===== config.mk =====
export PLATFORM = sky130hd
export DESIGN_NAME = product_accumulator
export DESIGN_NICKNAME = d
export VERILOG_FILES = /design/src/rtl/product_accumulator.sv
export SDC_FILE = /design/constraint.sdc
export NUM_CORES = 1
export LEC_CHECK = 0
export CORE_MARGIN = 3
export CORE_UTILIZATION = 63
export CTS_CLUSTER_DIAMETER = 60
export DETAILED_ROUTE_END_ITERATION = 16
export DONT_BUFFER_PORTS = 1
export PLACE_DENSITY = 0.85
export SETUP_SLACK_MARGIN = 0.4
export SYNTH_ARGS = -nofsm -noshare
export SYNTH_HDL_FRONTEND = slang
export SYNTH_SLANG_ARGS = --single-unit

===== constraint.sdc =====
create_clock -name clk -period 3.2 [get_ports clk]
set_input_delay 0 -clock clk [delete_from_list [all_inputs] [get_ports clk]]
set_output_delay 0 -clock clk [all_outputs]
set_load 0.01 [all_outputs]

===== src/rtl/product_accumulator.sv =====
// Accumulates a burst of 16-bit unsigned products, terminated by a last beat,
// into a sum, a term count and an overflow flag behind a valid/ready handshake.
module product_accumulator #(
  parameter int ACC_WIDTH = 24,
  parameter int CNT_WIDTH = 8,
  parameter bit SATURATE  = 1'b1
) (
  input  logic                 clk,
  input  logic                 rst_n,
  input  logic                 in_valid,
  output logic                 in_ready,
  input  logic [15:0]          in_prod,
  input  logic                 in_last,
  output logic                 out_valid,
  input  logic                 out_ready,
  output logic [ACC_WIDTH-1:0] out_sum,
  output logic [CNT_WIDTH-1:0] out_count,
  output logic                 out_ovf
);

  localparam logic S_ACC  = 1'b0;
  localparam logic S_HOLD = 1'b1;
  localparam int   SUM_WIDTH = ACC_WIDTH + 1;

  logic                 state;
  logic [ACC_WIDTH-1:0] acc;
  logic [CNT_WIDTH-1:0] cnt;
  logic                 ovf;

  logic [SUM_WIDTH-1:0] sum;
  logic                 carry;
  logic [ACC_WIDTH-1:0] acc_next;
  logic [CNT_WIDTH-1:0] cnt_next;
  logic                 ovf_next;
  logic                 accept;

  // A pending result can be replaced in the same cycle it is consumed.
  assign in_ready  = rst_n && ((state == S_ACC) || out_ready);
  assign out_valid = (state == S_HOLD);
  assign accept    = in_valid && in_ready;

  always_comb begin
    sum      = SUM_WIDTH'(acc) + SUM_WIDTH'(in_prod);
    carry    = sum[ACC_WIDTH];
    acc_next = sum[ACC_WIDTH-1:0];
    if (carry && SATURATE) begin
      acc_next = '1;
    end
    ovf_next = ovf | carry;
    cnt_next = (&cnt) ? cnt : cnt + CNT_WIDTH'(1);
  end

  always_ff @(posedge clk) begin
    if (!rst_n) begin
      state     <= S_ACC;
      acc       <= '0;
      cnt       <= '0;
      ovf       <= 1'b0;
      out_sum   <= '0;
      out_count <= '0;
      out_ovf   <= 1'b0;
    end else begin
      if ((state == S_HOLD) && out_ready) begin
        state <= S_ACC;
      end
      if (accept) begin
        if (in_last) begin
          out_sum   <= acc_next;
          out_count <= cnt_next;
          out_ovf   <= ovf_next;
          acc       <= '0;
          cnt       <= '0;
          ovf       <= 1'b0;
          state     <= S_HOLD;
        end else begin
          acc <= acc_next;
          cnt <= cnt_next;
          ovf <= ovf_next;
        end
      end
    end
  end

endmodule


### Word level (Yosys, flattened, before mapping)

Cells that the tools add are included.

* register bits after elaboration: 67
* output and inout bits: 35

* bitwise gates (word level): 2
* muxes and demuxes: 8
* add/subtract/negate cells: 2
* reductions and logical operators: 6

Operator list (count)
* $mux 24: 2
* $add 24x16->25: 1
* $mux 8: 2
* $add 8x1->8 const B: 1
* $reduce_and 8->1: 1
* $mux 1: 4
* $logic_and 1x1->1: 3
* $reduce_and 2->1: 1
* $logic_or 1x1->1: 1
* $not 1->1: 1
* $or 1x1->1: 1

### Logic depth before layout (Yosys ltp)

* depth in word-level cells: 5
* depth in mapped cells: 10

### Least setup slack after synthesis

Ideal clock, no wire load.

* path type: reg-to-reg
* start point: register acc[0]
* end point: register acc[16]
* slack: 0.790 ns
* stages on the path, launching flop included: 11
* arrival time: 2.307 ns
* setup time: 0.103 ns
* required time: 3.097 ns
* cells stage by stage: dfxtp_1 -> ha_1 -> fa_1 -> a211oi_1 -> o21a_1 -> or4_4 -> a21boi_4 -> or2_1 -> buf_4 -> nor2_2 -> a2111oi_2

* word-level cells in the longest chain between the ends: 3

Ends and longest elaborated chain
* from (decl): RTL line 26 `logic [ACC_WIDTH-1:0] acc;`
* from (signal assigned): RTL line 76 `acc <= acc_next;`
* $add 24x16->25: RTL line 43 `sum = SUM_WIDTH'(acc) + SUM_WIDTH'(in_prod);`
* $mux 24: RTL line 46 `if (carry && SATURATE) begin`
* $mux 24: RTL line 67 `if (in_last) begin`

No other way between the ends.
A chain may end at the register's enable or synchronous reset.

### Final worst setup path

* start point: register acc[0]
* end point: register out_sum[18]

* word-level cells in the longest chain between the ends: 2

Ends and longest elaborated chain
* $add 24x16->25: RTL line 43
* $mux 24: RTL line 46
* to (signal assigned): RTL line 68 `out_sum <= acc_next;`
* to (decl): RTL line 16 `output logic [ACC_WIDTH-1:0] out_sum,`

No other way between the ends.

==> flow_summary.json <==
{
  "status": "finished clean",
  "grt_max_degree": 31,
  "maxSlewViolCount": 0,
  "clock_path_buffers": 2,
  "post_drt_wl_per_cell_um": 17.1,
  "clk_pin_slew_worst_paths_ns": 0.08,
  "fillCellCount": 414,
  "cts_tree": "done",
  "use_met1_pct": 34.1,
  "first_global_vias": 3259,
  "skew_ns": 0.00849,
  "antenna_cells": 0,
  "cp_data_arrival_time_ns": 2.93,
  "postPlaceCellArea_sq_um": 3650,
  "finalHoldViolations": 0,
  "firstDrtPassIters": 4,
  "synth_edf_count": 0,
  "die_area_sq_um": 6680,
  "nNetsFinal": 497,
  "grt_overflow": 0,
  "post-place-ws_ns": 0.572,
  "synth_top_area_share_pct": 37.1,
  "postCtsSetupRepairBufs": 0,
  "initial_utilization_pct": 67.7,
  "finalSetupTns_ns": 0,
  "post-route-cell-area_sq_um": 3950,
  "synth_cell_types": 51,
  "synth_xor_area_share_pct": 4.12,
  "drv_cap": 0,
  "syn_nets": 499,
  "synth_top_family_by_area": "compound AO/OA/AOI/OAI gates",
  "crit_path_start_kind": "register",
  "worst_setup_path_end_kind": "register",
  "grtUsageMet2_pct": 48.7,
  "worst_slack_ns": 0.562,
  "crit_fanout": 7,
  "synthCells": 460,
  "grt_use_total_pct": 28.9,
  "clk_latency_ns": 0.36,
  "synthesis.area_sq_um": 3610,
  "synthTopCellsByCount": "67 x dfxtp_1, 54 x o21ai_0, 50 x nand2_1",
  "ys_seq_area_share_pct": 37.1,
  "vias_per_cell": 6.39,
  "setup_viol": 0,
  "p_leak_nw": 1.48,
  "ios": 56,
  "drive_gt1_share_pct": 7.13,
  "htree_levels": 3,
  "syn2layout_area_growth_pct": 9.31,
  "power_density_nw_per_um2": 507,
  "worstMarginPinSlew_ns": 0.755,
  "fmax_mhz": 379,
  "use_met3_pct": 10.4,
  "slew_headroom_pct": 49.6,
  "yosysTopAreaCell": "dfxtp_1",
  "rows": 26,
  "core_area_sq_um": 5340,
  "synth_area_per_cell_sq_um": 7.86,
  "synthAdderAreaFrac_pct": 6.44,
  "cts_made_buffers": 9,
  "multi_input_area_sq_um": 2150,
  "period_share_pct": 82.4,
  "yosys.area_share.simple_pct": 23.3,
  "cts-root-buf": "clkbuf_8",
  "globalplace.congestion": 0.951,
  "vias": 3408,
  "dr.first_iter.drc_count": 270,
  "wl_um": 9130,
  "numClockSinks": 67,
  "placed_cells": 511,
  "ys.flop_type": "dfxtp_1",
  "seqCellArea_sq_um": 1340,
  "rsz0062_at_grt": "no",
  "ir_worst_vdd_mv": 0.377,
  "remaining_drc_errors": 0,
  "stdcell_count": 533,
  "cp.required_ns": 3.49,
  "synth.most_common_cell": "dfxtp_1",
  "layout_min_cycle_time_ns": 2.64,
  "io_buffer_count": 0,
  "die_w_um": 81.7,
  "grt_pass1_wl_um": 14900,
  "async_flop_share_pct": 0,
  "die_h_um": 81.7,
  "place_hpwl_um": 6450,
  "path_class": "reg -> reg",
  "yosys_warnings": 0,
  "grt_busiest_layer": "met2",
  "synth_compound_area_share_pct": 24.5,
  "antenna_found_initial": 0,
  "postRouteAntennaNets": 0,
  "synthMuxAreaShare_pct": 0.831,
  "ys_ff_latch": 67,
  "hold_class": "in -> reg",
  "synthTopCellsByArea": "dfxtp_1 37%, o21ai_0 7.5%, ha_1 5.9%, nand2_1 5.2%, a21oi_1 4.7%"
}
[routing by layer]
layer  vias to the layer above  wire, um
li1                       1675         -
met1                      1584      3750
met2                       134      4420
met3                        15       854
met4                         0       102
met5                         -         0
[cell usage in the layout (no fill, tap or decap), drive strengths merged, types with 6 or more instances in the layout]
master,n
dfxtp,67
o21ai,54
nand2,50
o211ai,6
o31ai,6
inv,7
a31oi,6
and2,6
and3,9
nand3,33
xnor2,12
nor4,6
clkbuf,10
nor2,47
ha,17
a211oi,7
nor3,13
a21oi,35
buf,8
[where the power goes]
part,internal [mW],total [mW],switching (mW)
Combinational,0.112,0.310,0.198
Sequential,0.872,0.908,0.0359
Clock,0.440,0.785,0.345
Total,1.42,2.00,0.579
[what timing repair did]
item | CTS | global route
gates resized for setup | 0 | 3
endpoints found under the setup margin | 0 | 4
hold endpoints to repair | 47 | 0
hold buffers | 6 | 0
[final cells by class]
class	instances	share of cell area, %
sequential	67	34.0
clock buffer	10	3.23
multi-input combinational	360	54.5
inverter	7	0.665
timing repair buffer	13	3.10
clock inverter	6	2.28
tap	70	2.22
[worst max-delay path, cell delays in order, from the launching register on]
cell	delay (ns)
dfxtp_1	0.33
ha_1	0.18
fa_1	0.23
a211oi_1	0.10
o21a_1	0.25
or4_4	0.57
a21boi_4	0.23
nor2_2	0.10
or4_1	0.49
nand3_1	0.09
[registers in the layout, summed over array words and instances, names as in the netlist]
register and count:
ovf 1, out_count 8, acc 24, out_valid 1
out_sum 24, out_ovf 1, cnt 8
[metrics by stage]
step	util [%]	power [mW]	hold slack [ns]
after floorplan	-	1.15	0.154
after global placement	68.4	1.20	0.141
after detailed placement	68.4	1.21	0.146
after CTS	73.8	2.00	0.0294
after global routing	74.0	2.09	0.0688
final	74.0	2.00	0.0391
[path summary, 6_finish.rpt]
check	startpoint	endpoint	slack, ns	cells past startpoint
worst max register to register	acc[0]	out_sum[18]	0.56	9
worst min-delay path	in_prod[1]	acc[1]	0.04	3
worst min register to register	acc[14]	acc[14]	0.46	2
worst max-delay path	acc[0]	out_sum[18]	0.56	9
[logic make-up after synthesis]
logic type,Yosys count
AND/OR/NAND/NOR,180
XOR/XNOR,17
buffers and inverters,33
multiplexers,3
AO/OA/AOI/OAI,142
adder cells (fa/ha/maj),18
flip-flops,67
Power figures use the tool's default switching activity.
